==> src/rtl/bs_gnrtr_rr_n_arbtr.sv <==
// Multi-bus packet generator/arbiter: BITS independent buses, each with a round-robin
// IDLE/POP/PUSH FSM routing by destination ID. Optional broadcast via BS_BROADCAST_EN.
module bs_gnrtr_rr_n_arbtr #(
  parameter int          BITS      = 1,
  parameter int          DRVRS     = 4,
  parameter int          PCKG_SZ   = 16,
  parameter logic [7:0]  BROADCAST = 8'hFF
) (
  input  logic                                   clk,
  input  logic                                   reset,
  input  logic [BITS-1:0][DRVRS-1:0]             pndng,
  input  logic [BITS-1:0][DRVRS-1:0][PCKG_SZ-1:0] D_pop,
  output logic [BITS-1:0][DRVRS-1:0]             pop,
  output logic [BITS-1:0][DRVRS-1:0]             push,
  output logic [BITS-1:0][PCKG_SZ-1:0]           D_push,
  output logic [15:0]                            drop_cnt
);

  localparam int IW = (DRVRS > 1) ? $clog2(DRVRS) : 1;

  typedef enum logic [1:0] {IDLE, POP, PUSH} state_t;

  logic [BITS-1:0] drop;

  genvar gi;
  generate
    for (gi = 0; gi < BITS; gi++) begin : g_bus
      state_t             state_reg, state_next;
      logic [IW-1:0]      rr_ptr_reg, rr_ptr_next;
      logic [IW-1:0]      src_reg, src_next;
      logic [PCKG_SZ-1:0] pkt_reg, pkt_next;
      logic [PCKG_SZ-1:0] d_push_reg, d_push_next;
      logic [DRVRS-1:0]   pop_reg, pop_next;
      logic [DRVRS-1:0]   push_reg, push_next;
      logic [IW-1:0]      sel;
      logic               sel_vld;
      logic [IW:0]        idx;
      logic [7:0]         dst;
      logic               bus_drop;

      // First requester at or after rr_ptr, wrapping modulo DRVRS.
      always_comb begin
        sel     = '0;
        sel_vld = 1'b0;
        idx     = '0;
        for (int i = 0; i < DRVRS; i++) begin
          idx = {1'b0, rr_ptr_reg} + (IW+1)'(i);
          if (idx >= (IW+1)'(DRVRS))
            idx = idx - (IW+1)'(DRVRS);
          if (!sel_vld && pndng[gi][idx[IW-1:0]]) begin
            sel     = idx[IW-1:0];
            sel_vld = 1'b1;
          end
        end
      end

      assign dst = pkt_reg[PCKG_SZ-1 -: 8];

      always_comb begin
        state_next  = state_reg;
        rr_ptr_next = rr_ptr_reg;
        src_next    = src_reg;
        pkt_next    = pkt_reg;
        d_push_next = d_push_reg;
        pop_next    = '0;
        push_next   = '0;
        bus_drop    = 1'b0;
        case (state_reg)
          IDLE: begin
            if (sel_vld) begin
              src_next   = sel;
              pkt_next   = D_pop[gi][sel];
              state_next = POP;
            end
          end
          POP: begin
            pop_next    = DRVRS'(1) << src_reg;
            rr_ptr_next = (src_reg == IW'(DRVRS-1)) ? '0 : src_reg + 1'b1;
            state_next  = PUSH;
          end
          PUSH: begin
            d_push_next = pkt_reg;
            if (int'(dst) < DRVRS) begin
              push_next = DRVRS'(1) << dst;
            end else if (dst == BROADCAST) begin
`ifdef BS_BROADCAST_EN
              push_next = ~(DRVRS'(1) << src_reg);
`else
              bus_drop  = 1'b1;
`endif
            end else begin
              bus_drop = 1'b1;
            end
            state_next = IDLE;
          end
          default: state_next = IDLE;
        endcase
      end

      always_ff @(posedge clk or posedge reset) begin
        if (reset) begin
          state_reg  <= IDLE;
          rr_ptr_reg <= '0;
          src_reg    <= '0;
          pkt_reg    <= '0;
          d_push_reg <= '0;
          pop_reg    <= '0;
          push_reg   <= '0;
        end else begin
          state_reg  <= state_next;
          rr_ptr_reg <= rr_ptr_next;
          src_reg    <= src_next;
          pkt_reg    <= pkt_next;
          d_push_reg <= d_push_next;
          pop_reg    <= pop_next;
          push_reg   <= push_next;
        end
      end

      assign pop[gi]    = pop_reg;
      assign push[gi]   = push_reg;
      assign D_push[gi] = d_push_reg;
      assign drop[gi]   = bus_drop;
    end
  endgenerate

  // Several buses may drop in one cycle; add them all, then clamp.
  logic [17:0] ndrop;
  logic [17:0] drop_sum;
  logic [15:0] drop_cnt_reg, drop_cnt_next;

  always_comb begin
    ndrop = '0;
    for (int i = 0; i < BITS; i++)
      ndrop = ndrop + 18'(drop[i]);
    drop_sum      = 18'(drop_cnt_reg) + ndrop;
    drop_cnt_next = (drop_sum > 18'h0FFFF) ? 16'hFFFF : drop_sum[15:0];
  end

  always_ff @(posedge clk or posedge reset) begin
    if (reset)
      drop_cnt_reg <= '0;
    else
      drop_cnt_reg <= drop_cnt_next;
  end

  assign drop_cnt = drop_cnt_reg;

endmodule

==> config.mk <==
export PLATFORM = sky130hd
export DESIGN_NAME = bs_gnrtr_rr_n_arbtr
export DESIGN_NICKNAME = d
export VERILOG_FILES = /design/src/rtl/bs_gnrtr_rr_n_arbtr.sv
export SDC_FILE = /design/constraint.sdc
export NUM_CORES = 1
export LEC_CHECK = 0
export BUFFER_PORTS_ARGS = -buffer_cell sky130_fd_sc_hd__buf_2
export CAP_MARGIN = 20
export CORE_MARGIN = 2
export CORE_UTILIZATION = 45
export CTS_CLUSTER_SIZE = 20
export DETAILED_ROUTE_END_ITERATION = 16
export GPL_TIMING_DRIVEN = 0
export PLACE_DENSITY = 0.82
export SLEW_MARGIN = 30
export SYNTH_ARGS = -nofsm -noshare
export SYNTH_HDL_FRONTEND = slang
export SYNTH_SLANG_ARGS = --single-unit
==> constraint.sdc <==
create_clock -name clk -period 2.6 [get_ports clk]
set_clock_uncertainty 0.1 [all_clocks]
set_input_delay 0.39 -clock clk [delete_from_list [all_inputs] [get_ports clk]]
set_output_delay 0.39 -clock clk [all_outputs]
set_load 0.02 [all_outputs]
# --- Yosys cells after proc, flatten, opt, wreduce, memory -nomap -nowiden ---
# Index checks and enable logic that the tools add are counted.
word_totals:
  reg_bits: 62
  inputBits: 70
  elab_cells: 73
op_classes:
  n_addsub: 9
  order_cmp: 11
  eq_ne: 4
  shifts: 2
  n_mux: 31
  reduce_logical: 8
ops:
  columns: ["op", "count"]
  rows:
  - ["16-bit binary-select mux with 2-bit select", 1]
  - ["16-bit 2-to-1 mux", 2]
  - ["2-bit 2-to-1 mux", 10]
  - ["16-bit by 1-bit adder with 17-bit output", 1]
  - ["17-bit by 16-bit > comparator with 1-bit output (second input constant)", 1]
  - ["2-bit by 3-bit < comparator with 1-bit output (second input constant)", 5]
  - ["4-bit 2-to-1 mux", 3]
  - ["1-bit 2-to-1 mux", 10]
  - ["3-bit greater-or-equal comparator (second input constant)", 3]
  - ["1-bit binary-select mux with 2-bit select", 4]
  - ["8-bit by 3-bit < comparator with 1-bit output (second input constant)", 1]
  - ["1-bit by 8-bit left shift with 4-bit output (first input constant)", 1]
  - ["2-bit by 1-bit subtractor with 2-bit output (second input constant)", 4]
  - ["2-bit by 2-bit adder with 3-bit output (second input constant)", 2]
  - ["2-bit equality test (second input constant)", 2]
  - ["2-bit one-hot mux with 2 select lines", 1]
  - ["1-bit by 2-bit left shift with 4-bit output (first input constant)", 1]
  - ["2-bit by 1-bit adder with 3-bit output (second input constant)", 1]
  - ["2-bit by 3-bit greater-or-equal comparator with 1-bit output (second input constant)", 1]
  - ["1-bit logical AND", 3]
  - ["1-bit zero test", 3]
  - ["2-bit by 1-bit adder with 2-bit output (second input constant)", 1]
  - ["2-bit by 1-bit equality test with 1-bit output (second input constant)", 1]
  - ["2-bit zero test", 1]
  - ["2 further kinds", 2]

# --- Depth between registers and ports, before layout ---
# Gate-level depths: netlist (run 1).
depth:
  word_depth: 16
  ltp_mapped: 11

# --- Least setup slack after synthesis (run 1) ---
# OpenSTA, ideal clock, no wires.
synth_path:
  kind: "reg-to-reg"
  start: "reg g_bus[0].state_reg[0]"
  end: "reg drop_cnt_reg[8], in the netlist drop_cnt[8]"
  setup_ns: 0.083
  arrival_time_ns: 2.393
  required_time_ns: 2.417
  setup_slack_ns: 0.024
  path_stages_with_launch: 12
  path_buffers: 3
  synth_period_minus_slack_ns: 2.576
  cell_sequence: "dfrtp_1 -> nand2b_1 -> clkbuf_1 -> clkbuf_1 -> nor2_1 -> ha_1 -> ha_1 -> and4_1 -> nand3_1 -> or3_1 -> buf_2 -> o21ai_0"
synth_between:
  elab_chain_len: 5
synth_rtl:
  columns: ["item", "line", "text"]
  rows:
  - ["from (decl)", "28", "state_t state_reg, state_next;"]
  - ["from (signal assigned)", "110", "state_reg <= state_next;"]
  - ["2-bit equality test *", "68", "case (state_reg)"]
  - ["1-bit 2-to-1 mux *", "68", null]
  - ["16-bit by 1-bit adder with 17-bit output *", "136", "drop_sum = 18'(drop_cnt_reg) + ndrop;"]
  - ["17-bit by 16-bit > comparator with 1-bit output", "137", "drop_cnt_next = (drop_sum > 18'h0FFFF) ? 16'hFFFF : drop_sum[15:0];"]
  - ["16-bit 2-to-1 mux *", "137", null]
  - ["net drop_cnt_next[8]", "130", "logic [15:0] drop_cnt_reg, drop_cnt_next;"]
  - ["to (signal assigned)", "144", "drop_cnt_reg <= drop_cnt_next;"]
  - ["to (decl)", "130", null]
# The timed path passes the listed nets; every way through them passes the cells marked *.
# A chain may end at the register's enable or synchronous reset.

# --- Final worst setup path (run 1) ---
layout_path:
  start: "reg g_bus[0].state_reg[0]"
  end: "reg drop_cnt_reg[4], in the netlist drop_cnt[4]"
# Same word-level chain as after synthesis.

==> flow_summary.rst, run 1 <==
.. list-table::
   :header-rows: 1

   * - Metric
     - Value
   * - Run status
     - finished, final reports clean
   * - Max Root-Sink Buffers
     - 2
   * - Wire length of the first global-routing pass
     - approximately 12000 um
   * - Post-detailed-placement half-perimeter wirelength
     - 5414 um
   * - Number of clock buffers inserted by TritonCTS
     - 9
   * - Die Area
     - between 7000 and 8000 sq um
   * - Height of the die
     - between 80 and 90 um
   * - Effective utilization at floorplan
     - 0.4701
   * - Synth Flop Type
     - sky130_fd_sc_hd__dfrtp_1
   * - Number of buffers inserted by port buffering
     - 109
   * - Fraction of final layout cells sized beyond drive strength 1
     - 0.3558
   * - Worst Hold Path EP
     - g_bus[0].pkt_reg[10]
   * - Layout Cells excl Fill
     - ~500
   * - Post-route antenna net violation count
     - 0
   * - Peak fanout along the critical path
     - 18
   * - Area overhead of the layout relative to synthesis
     - 30.96%
   * - Number of remaining DRC errors
     - 0
   * - RD Place Congestion
     - 0.8012
   * - Post-synth cell types
     - 36
   * - Unrepaired setup endpoints after global routing
     - false
   * - Worst min-delay path class
     - in2reg
   * - Arrival time at the worst endpoint
     - roughly 2.6 ns
   * - Slew at the pin with the worst max-slew slack
     - ~0.47 ns
   * - Remaining global-route overflow
     - 0
   * - Max-slew violation total from the final report
     - 0
   * - Die width
     - about 86 um
   * - Critical path capture point type
     - flop
   * - Level count of the clock H-tree
     - 3
   * - Worst IR Drop VDD
     - approximately 0.62 mV
   * - Total wirelength of the detailed-routed design
     - ~7200 um
   * - Fin Hold WS
     - approximately 0.26 ns
   * - Synth warnings
     - 0
   * - Pleak
     - 0.002202 uW
   * - Switching power of the nets
     - roughly 1600 uW
   * - Iteration-0 DRC count of the detailed router
     - 105
   * - Worst EP required
     - approximately 2.8 ns
   * - Register-to-Register Setup Slack
     - 0.16 ns
   * - Hold wc startpoint
     - D_pop[26]
   * - Setup TNS
     - 0 ns
   * - # placed instances
     - about 480
   * - Path depth of the worst reg2reg path
     - 9
   * - Final worst-path cycle share
     - 0.9367
   * - Share of total power in the clock network
     - 0.238
   * - Nature of the critical path startpoint
     - flop
   * - Net count of the mapped netlist
     - between 300 and 400
   * - Number of antenna violations at the first check in global routing
     - 0
   * - Final layout net count
     - between 400 and 500
   * - Number of ports placed on the die boundary
     - between 100 and 150
   * - Final worst slack
     - 0.1647 ns
   * - Total via count in the routed design
     - about 2600
   * - Final cell utilization of the core
     - 0.6156
   * - Vias/cell
     - between 5 and 6
   * - Synth Register Bits
     - 62
   * - Total count of hold-check failures in the final report
     - 0
   * - Clock-pin transition on the worst setup and hold timing paths
     - ~0.070 ns
   * - Total standard cell area after synthesis
     - between 3000 and 4000 sq um
   * - Total inserted antenna cells
     - 0
   * - Net switching share of the total power
     - 0.3780
   * - Cell with the most instances after synthesis
     - sky130_fd_sc_hd__nand2_1
   * - Via count of the first global-routing pass
     - around 2600
   * - Count of TritonRoute iterations in the first routing pass
     - 4
   * - Wire length per cell after detailed routing
     - approximately 15 um
   * - Synth top cells by count
     - sky130_fd_sc_hd__nand2_1, sky130_fd_sc_hd__dfrtp_1, sky130_fd_sc_hd__mux2i_1
   * - Clock tree from TritonCTS
     - built
   * - CTS sink count
     - 62
   * - Top cells by area, synth
     - sky130_fd_sc_hd__dfrtp_1, sky130_fd_sc_hd__mux2i_1, sky130_fd_sc_hd__nand2_1
   * - Reg-to-Reg Start
     - g_bus[0].state_reg[0]
   * - Portion of total power attributed to sequential cells
     - 0.358
   * - Top cell type's share of synthesized area
     - 0.5139
   * - Endpoint of the worst register-to-register path
     - drop_cnt[4]
   * - Pwr per Cell Area
     - about 1100 nW/um^2
   * - Buffer type at the clock tree root
     - sky130_fd_sc_hd__clkbuf_8
   * - Proportion of power drawn by combinational gates
     - 0.404
   * - Register area share after synthesis
     - 0.5139
   * - Type of the worst setup path
     - reg2reg
   * - Combined global-route utilization of all metal layers
     - 0.2126
   * - Final number of setup-violating endpoints
     - 0
   * - Maximum achievable frequency
     - slightly above 400 MHz
   * - Avg Synthesized Cell Area
     - between 10 and 15 sq um
   * - Cells after synthesis
     - between 200 and 300
   * - Internal power of the cells
     - 2715 uW
   * - Async S/R FF share, synth
     - 1.000
   * - Core ar.
     - about 6400 sq um
   * - Post-Place Worst Slack
     - -0.4028 ns
   * - Hold-critical path depth
     - 3
   * - Synth area leader
     - sky130_fd_sc_hd__dfrtp_1
   * - Largest net degree at the start of global routing
     - 33
   * - Count of flip-flops with a built-in enable after synthesis
     - 0
   * - Slew margin rel.
     - 0.6853
   * - Clock latency of the later-clocked register in the worst-skew pair
     - around 0.34 ns
   * - Final critical delay including setup and external delays
     - between 2 and 2.5 ns
   * - Number of core rows
     - 29
   * - Number of maximum-capacitance violations
     - 0
==> kinds of logic after synthesis <==
family	synth area share
xor+xnor	0.02611
buf+inv	0.04517
fa+ha+maj	0.02901
mux	0.1210
flops	0.5139
compound gates	0.07708
simple gates	0.1877
==> layout make-up <==
class,instances,area (sq um)
clock inverter,6,108.9
sequential,62,1551
buffer,12,111.4
timing repair buffer,111,575.6
multi-input combinational,208,1344
tap,77,96.34
fill,541,2469
inverter,7,28.78
clock buffer,10,137.6
==> layer usage <==
metal  wire (um)  vias up  GRT usage
met1        3105     1232     0.2688
met4         165        0     0.1010
met5           0        -          0
met3         422       15    0.04331
met2        3532       88     0.3495
li1            -     1239          -
==> worst max-delay path: stages (launching register included) <==
cell and delay, ns:
sky130_fd_sc_hd__dfrtp_1 0.41, sky130_fd_sc_hd__nand2b_1 0.16, sky130_fd_sc_hd__clkbuf_8 0.19, sky130_fd_sc_hd__nor2_2 0.14, sky130_fd_sc_hd__ha_1 0.16, sky130_fd_sc_hd__ha_2 0.20, sky130_fd_sc_hd__and4_4 0.26, sky130_fd_sc_hd__nand3_1 0.12
sky130_fd_sc_hd__or3_4 0.49, sky130_fd_sc_hd__o21ai_0 0.11
==> how the worst max path moves through the flow <==
stage	slack, ns	end	depth (start not counted)	startpoint
after floorplan	0.02	drop_cnt[8]	11	g_bus[0].state_reg[0]
after global placement	-0.35	drop_cnt[8]	11	g_bus[0].state_reg[0]
after detailed placement	-0.40	drop_cnt[8]	11	g_bus[0].state_reg[0]
after CTS	0.03	drop_cnt[8]	10	g_bus[0].state_reg[0]
after global routing	0.02	drop_cnt[4]	9	g_bus[0].state_reg[0]
final	0.16	drop_cnt[4]	9	g_bus[0].state_reg[0]
==> power groups by stage <==
| stage | registers (uW) | clock network [uW] | logic (uW) |
|---|---|---|---|
| detailed placement | 1570 | 0 | 1750 |
| floorplan | 1720 | 0 | 1070 |
| finish | 1560 | 1040 | 1760 |
| CTS | 1560 | 1050 | 1780 |
| global route | 1610 | 1090 | 1950 |
| global placement | 1560 | 0 | 1700 |
==> layout by cell type, fill, tap and decap left out, drive strengths merged, types with 5 or more instances in the layout <==
| master | count |
|---|---|
| nand3 | 8 |
| ha | 7 |
| nand2 | 80 |
| dfrtp | 62 |
| xnor2 | 5 |
| clkbuf | 15 |
| buf | 117 |
| o221ai | 16 |
| mux2i | 32 |
| inv | 7 |
| nor2 | 10 |
==> stage by stage <==
| stage | cell area [sq um] | power, uW |
|---|---|---|
| global route | 3954 | 4657 |
| global placement | 3661 | 3263 |
| floorplan | 3019 | 2781 |
| finish | 3954 | 4365 |
| detailed placement | 3684 | 3325 |
| CTS | 3955 | 4390 |
==> repair_timing <==
action / CTS / global route
gates cloned: 0 / 0
endpoints found under the setup margin: 16 / 10
hold endpoints to repair: 31 / 0
hold buffers: 1 / 0
gates resized for setup: 6 / 2
setup buffers: 0 / 0
Power figures use the tool's default switching activity.
==> run 2: changes to the inputs <==
Settings changed: ABC_AREA set to 0, GPL_TIMING_DRIVEN 0 to unset.
==> flow_summary.rst, run 2 (synthesis gave the netlist of run 1 again) <==
.. list-table::
   :header-rows: 1

   * - Metric
     - Value
   * - Worst IR Drop VDD
     - ~0.48 mV
   * - Fraction of final layout cells sized beyond drive strength 1
     - 0.3456
   * - Total via count in the routed design
     - between 2000 and 3000
   * - Arrival time at the worst endpoint
     - approximately 2.5 ns
   * - Final number of setup-violating endpoints
     - 0
   * - Post-detailed-placement half-perimeter wirelength
     - between 5000 and 6000 um
   * - Unrepaired setup endpoints after global routing
     - false
   * - Combined global-route utilization of all metal layers
     - 0.1993
   * - Iteration-0 DRC count of the detailed router
     - between 80 and 90
   * - Met2 Track Usage GR
     - 0.3404
   * - Clock latency of the later-clocked register in the worst-skew pair
     - around 0.33 ns
   * - Pleak
     - around 0.0021 uW
   * - Number of remaining DRC errors
     - 0
   * - Wire length of the first global-routing pass
     - 11470 um
   * - Die Area
     - about 7400 sq um
   * - Die width
     - between 80 and 90 um
   * - Total inserted antenna cells
     - 0
   * - Reg-to-Reg Start
     - g_bus[0].pkt_reg[15]
   * - Final worst-path cycle share
     - 0.9015
   * - Height of the die
     - between 80 and 90 um
   * - Worst min-delay path class
     - in2async
   * - Buffer type at the clock tree root
     - sky130_fd_sc_hd__clkbuf_8
   * - Final layout net count
     - between 400 and 500
   * - RD Place Congestion
     - between 0.8 and 0.9
   * - Number of buffers added for setup after CTS
     - 0
   * - Level count of the clock H-tree
     - 3
   * - Number of buffers inserted by port buffering
     - around 110
   * - Clock tree from TritonCTS
     - built
   * - Path depth of the worst reg2reg path
     - 9
   * - Via count of the first global-routing pass
     - ~2500
   * - Wire length per cell after detailed routing
     - 14.32 um
   * - CTS sink count
     - 62
   * - Pwr Total
     - 3968 uW
   * - Count of TritonRoute iterations in the first routing pass
     - 4
   * - Number of ports placed on the die boundary
     - between 100 and 150
   * - Core ar.
     - around 6400 sq um
   * - Post-cts gate resize count
     - 0
   * - Fill cell count
     - about 580
   * - GR Layer Usage met1
     - 0.2489
   * - Vias/cell
     - about 5.2
   * - Nature of the critical path startpoint
     - flop
   * - Number of antenna violations at the first check in global routing
     - 0
   * - Number of clock buffers inserted by TritonCTS
     - 9
   * - Effective utilization at floorplan
     - 0.4701
   * - Register-to-Register Setup Slack
     - 0.26 ns
   * - Clock-pin transition on the worst setup and hold timing paths
     - around 0.060 ns
   * - Largest net degree at the start of global routing
     - 33
   * - Pwr per Cell Area
     - 1043 nW/um^2
   * - Number of maximum-capacitance violations
     - 0
   * - Area overhead of the layout relative to synthesis
     - 25.94%
   * - Commonest cells after routing, fill and taps aside
     - sky130_fd_sc_hd__buf_2, sky130_fd_sc_hd__nand2_1, sky130_fd_sc_hd__dfrtp_1, sky130_fd_sc_hd__mux2i_1, sky130_fd_sc_hd__o221ai_1
   * - Max Root-Sink Buffers
     - 2
   * - Total wirelength of the detailed-routed design
     - roughly 6900 um
   * - Run status
     - finished, final reports clean
   * - Global routing usage on met3
     - 0.03369
   * - Number of core rows
     - 29
   * - Setup TNS
     - 0 ns
   * - Max-slew violation total from the final report
     - 0
   * - Critical path capture point type
     - flop
   * - Final critical delay including setup and external delays
     - about 2.3 ns
   * - Maximum achievable frequency
     - 426.6 MHz
   * - Slew margin rel.
     - 0.5579
   * - # hold bufs at CTS
     - 0
   * - Commonest non-fill, non-tap cell in the layout
     - sky130_fd_sc_hd__buf_2
   * - Type of the worst setup path
     - reg2reg
   * - Critical path startpoint
     - g_bus[0].pkt_reg[15]
   * - Worst EP required
     - about 2.7 ns
   * - Post-route antenna net violation count
     - 0
   * - Peak fanout along the critical path
     - 13
   * - Slew at the pin with the worst max-slew slack
     - about 0.66 ns
   * - Total count of hold-check failures in the final report
     - 0
   * - Grt peak-use layer
     - met2
   * - Remaining global-route overflow
     - 0
## run 2: area by class of cell
type	count	area (sq um)	share of cell area
sequential	62	1551	0.4080
multi-input combinational	208	1336	0.3514
timing repair buffer	117	618.1	0.1626
clock buffer	13	168.9	0.04442
tap	77	96.34	0.02534
inverter	7	26.28	0.006910
clock inverter	1	5.005	0.001316
## run 2: final timing paths
| path | to |
|---|---|
| min | D_push[13] |
| min reg2reg | D_push[4] |
| max | drop_cnt[4] |
| max in group asynchronous | drop_cnt[15] |
| max reg2reg | drop_cnt[4] |
| min in group clk | g_bus[0].pkt_reg[2] |
## run 2: where the power goes
part	internal, uW	total, uW	switching [uW]
registers	1310	1560	250
logic	683	1670	987
clock network	412	741	329
## run 2: routing by layer
metal | wire [um] | vias up
met5 | 0 | -
met4 | 89 | 0
met3 | 377 | 9
met2 | 3494 | 84
met1 | 2982 | 1221
li1 | - | 1232
## run 2: through the flow
stage	hold WS (ns)	worst slack [ns]	cells	util	instance area (sq um)
after global placement	0.3505	0.2366	471	0.5642	3623
after global routing	0.1204	0.07688	485	0.5921	3802
final	0.05541	0.2560	485	0.5921	3802
after CTS	0.07638	0.09639	485	0.5913	3797
after detailed placement	0.3580	0.1150	471	0.5642	3623
after floorplan	0.3386	0.02419	291	-	3019
## run 2: worst max-delay path, stage by stage (launching register included)
cell and delay [ns]:
sky130_fd_sc_hd__dfrtp_1 0.38, sky130_fd_sc_hd__nor2_1 0.07, sky130_fd_sc_hd__and3_1 0.17, sky130_fd_sc_hd__nor2_1 0.15, sky130_fd_sc_hd__ha_1 0.18, sky130_fd_sc_hd__ha_1 0.19
sky130_fd_sc_hd__and4_1 0.28, sky130_fd_sc_hd__nand3_1 0.13, sky130_fd_sc_hd__or3_4 0.48, sky130_fd_sc_hd__o21ai_0 0.11
==> run 3: changes to the inputs <==
Settings changed: ABC_AREA 0 to 1, CORE_UTILIZATION 45 to 47, GPL_TIMING_DRIVEN set to 0.
==> flow_summary.rst, run 3 <==
.. list-table::
   :header-rows: 1

   * - Metric
     - Value
   * - Total via count in the routed design
     - ~3400
   * - Final worst-path cycle share
     - 0.9114
   * - Number of ports placed on the die boundary
     - 110
   * - Final worst slack
     - about 0.23 ns
   * - Worst IR Drop VDD
     - slightly above 0.7 mV
   * - Synth Register Bits
     - 62
   * - Type of the worst setup path
     - reg2reg
   * - Count of TritonRoute iterations in the first routing pass
     - 4
   * - Via count of the first global-routing pass
     - 3167
   * - Synth area leader
     - sky130_fd_sc_hd__dfrtp_1
   * - Post-detailed-placement half-perimeter wirelength
     - ~6400 um
   * - Final layout net count
     - 685
   * - Max-slew violation total from the final report
     - 0
   * - Hold wc startpoint
     - D_pop[30]
   * - Number of clock buffers inserted by TritonCTS
     - 9
   * - Final number of setup-violating endpoints
     - 0
   * - Post-route antenna net violation count
     - 0
   * - Nature of the critical path startpoint
     - flop
   * - Area overhead of the layout relative to synthesis
     - 27.19%
   * - Critical path startpoint
     - g_bus[0].state_reg[1]
   * - Reg-to-Reg Start
     - g_bus[0].state_reg[1]
   * - Remaining global-route overflow
     - 0
   * - Number of maximum-capacitance violations
     - 0
   * - Buffer type at the clock tree root
     - sky130_fd_sc_hd__clkbuf_8
   * - Clock tree from TritonCTS
     - built
   * - Avg Synthesized Cell Area
     - 7.354 sq um
   * - Die Area
     - ~8300 sq um
   * - Fin Hold WS
     - 0.2765 ns
   * - Maximum achievable frequency
     - 422.0 MHz
   * - Register area share after synthesis
     - 0.4368
   * - Cells after synthesis
     - a little under 500
   * - Placed Instance Area
     - 4244 sq um
   * - Number of remaining DRC errors
     - 0
   * - Max Root-Sink Buffers
     - 2
   * - Xor/xnor share of the synthesized area
     - 0.02466
   * - Register-to-Register Setup Slack
     - about 0.23 ns
   * - Iteration-0 DRC count of the detailed router
     - 131
   * - Synth Flop Type
     - sky130_fd_sc_hd__dfrtp_1
   * - Post-synthesis simple-gate area fraction
     - 0.3801
   * - Fraction of final layout cells sized beyond drive strength 1
     - 0.2724
   * - Net count of the mapped netlist
     - 560
   * - Level count of the clock H-tree
     - 3
   * - Total inserted antenna cells
     - 0
   * - Pwr per Cell Area
     - around 1300 nW/um^2
   * - Slew margin rel.
     - 0.7302
   * - Post-Place Worst Slack
     - -0.3883 ns
   * - Cell with the most instances after synthesis
     - sky130_fd_sc_hd__nand2_1
   * - Share of the synthesized area in compound gates (AO/OA/AOI/OAI)
     - 0.02677
   * - Arrival time at the worst endpoint
     - roughly 2.5 ns
   * - Pleak
     - around 0.0027 uW
   * - Count of flip-flops with a built-in enable after synthesis
     - 0
   * - Post-synthesis mux area share
     - 0
   * - CTS sink count
     - 62
   * - Combined global-route utilization of all metal layers
     - 0.2003
   * - Top cells by area, synth
     - sky130_fd_sc_hd__dfrtp_1, sky130_fd_sc_hd__nand2_1, sky130_fd_sc_hd__inv_1
   * - Commonest non-fill, non-tap cell in the layout
     - sky130_fd_sc_hd__nand2_1
   * - Die width
     - ~91 um
   * - Synth warnings
     - 0
   * - Adder-cell share of the synthesized area
     - 0.02466
   * - Wire length of the first global-routing pass
     - about 14000 um
   * - Number of antenna violations at the first check in global routing
     - 0
   * - Largest net degree at the start of global routing
     - 41
   * - Clock latency of the later-clocked register in the worst-skew pair
     - 0.33 ns
   * - Fill cell count
     - between 600 and 700
   * - Clock-pin transition on the worst setup and hold timing paths
     - 0.07 ns
   * - Worst min-delay path class
     - in2reg
   * - Total count of hold-check failures in the final report
     - 0
   * - Synth top cells by count
     - sky130_fd_sc_hd__nand2_1, sky130_fd_sc_hd__inv_1, sky130_fd_sc_hd__dfrtp_1
   * - Height of the die
     - slightly above 90 um
   * - Final Cell Area
     - around 4500 sq um
   * - Wire length per cell after detailed routing
     - between 10 and 15 um
   * - RD Place Congestion
     - around 0.89
   * - Effective utilization at floorplan
     - 0.4871
   * - Core ar.
     - approximately 7300 sq um
   * - Post-synth cell types
     - 30
   * - Final critical delay including setup and external delays
     - between 2 and 2.5 ns
   * - Total standard cell area after synthesis
     - 3552 sq um
   * - Run status
     - finished, final reports clean
   * - Slew at the pin with the worst max-slew slack
     - ~0.40 ns
   * - Number of buffers inserted by port buffering
     - 109
   * - Vias/cell
     - 4.730
   * - Dominant combinational cell family by area after synthesis
     - simple AND/OR/NAND/NOR gates
   * - Commonest cells after routing, fill and taps aside
     - sky130_fd_sc_hd__nand2_1, sky130_fd_sc_hd__buf_2, sky130_fd_sc_hd__inv_1, sky130_fd_sc_hd__dfrtp_1, sky130_fd_sc_hd__nand3_1
   * - Number of core rows
     - 31
   * - Setup TNS
     - 0 ns
   * - Worst EP required
     - between 2 and 3 ns
   * - Async S/R FF share, synth
     - 1.000
   * - Top cell type's share of synthesized area
     - 0.4368
   * - Peak fanout along the critical path
     - 10
   * - Total wirelength of the detailed-routed design
     - around 8300 um
   * - Critical path capture point type
     - flop
==> run 3: cell count changes in the layout (fill, tap and decap cells not counted), moves of 7 or more <==
cell                       delta
sky130_fd_sc_hd__or2_0        +7
sky130_fd_sc_hd__nand2_2      +8
sky130_fd_sc_hd__nand3b_1    +10
sky130_fd_sc_hd__mux2i_1     -32
sky130_fd_sc_hd__nand2_1     +92
sky130_fd_sc_hd__nand3_1     +48
sky130_fd_sc_hd__o221ai_1    -16
sky130_fd_sc_hd__inv_1       +72
==> run 3: repair_timing <==
item                                    CTS  global route
hold endpoints to repair                 22             0
buffers inserted                          0             3
pin swaps                                 0             2
hold buffers                              1             0
cloned                                    0             0
gates resized for setup                   4             8
endpoints found under the setup margin   16            16
==> run 3: cells by family (layout without fill, tap and decap cells) <==
logic type                 after synthesis  count (layout)
and+or+nand+nor                        293             293
buffers and inverters                   94             224
DFF                                     62              62
AOI/OAI and AO/OA                       17              17
xor gates and xnor gates                10              10
adders and majority gates                7               7
==> run 3: layout make-up <==
cell class,count,area [sq um],share of cell area
plain buffers,12,76.32,0.01689
clock buffers,13,158.9,0.03517
clock inverters,3,42.54,0.009416
inverters,82,310.3,0.06868
multi-input cells,327,1657,0.3667
flip-flops and latches,62,1551,0.3434
well taps,99,123.9,0.02742
repair buffers,114,598.1,0.1324
==> run 3: worst max-delay path, stage by stage (launching register included) <==
cell and delay, ns:
sky130_fd_sc_hd__dfrtp_1 0.34, sky130_fd_sc_hd__inv_1 0.07, sky130_fd_sc_hd__nor2_4 0.16, sky130_fd_sc_hd__buf_4 0.18
sky130_fd_sc_hd__nand2_1 0.08, sky130_fd_sc_hd__inv_1 0.09, sky130_fd_sc_hd__ha_1 0.16, sky130_fd_sc_hd__ha_1 0.19
sky130_fd_sc_hd__nand3_2 0.12, sky130_fd_sc_hd__nor2_4 0.17, sky130_fd_sc_hd__nand2_1 0.10, sky130_fd_sc_hd__nor3_4 0.17
sky130_fd_sc_hd__nand3_1 0.22, sky130_fd_sc_hd__nand2_1 0.15
==> run 3: power by group <==
| part | internal, uW | switching, uW |
|---|---|---|
| clock | 494 | 346 |
| combinational | 1130 | 2140 |
| sequential | 1330 | 237 |
| total | 2950 | 2730 |
==> run 3: metrics by stage <==
step                power [uW]    util  instances
floorplan                 4009       -        483
global placement          4731  0.5789        691
detailed placement        4832  0.5820        692
CTS                       5700  0.6126        709
global route              6229  0.6196        712
finish                    5679  0.6196        712
==> run 3: final timing paths <==
kind,depth (start not counted),end
max,13,drop_cnt[11]
min,5,g_bus[0].pkt_reg[14]
max reg2reg,13,drop_cnt[11]
min reg2reg,2,D_push[9]
max in group asynchronous,4,drop_cnt[9]
min in group asynchronous,3,drop_cnt[8]
==> run 3: per-layer routing <==
layer  track usage  routed length, um  part of all wire  vias up
met5             0                  0                 0        -
met4       0.08586                163             0.020        0
met3       0.02490                441             0.053       17
met2        0.3210               3788              0.46      135
met1        0.2745               3861              0.47     1480
li1              -                  -                 -     1736
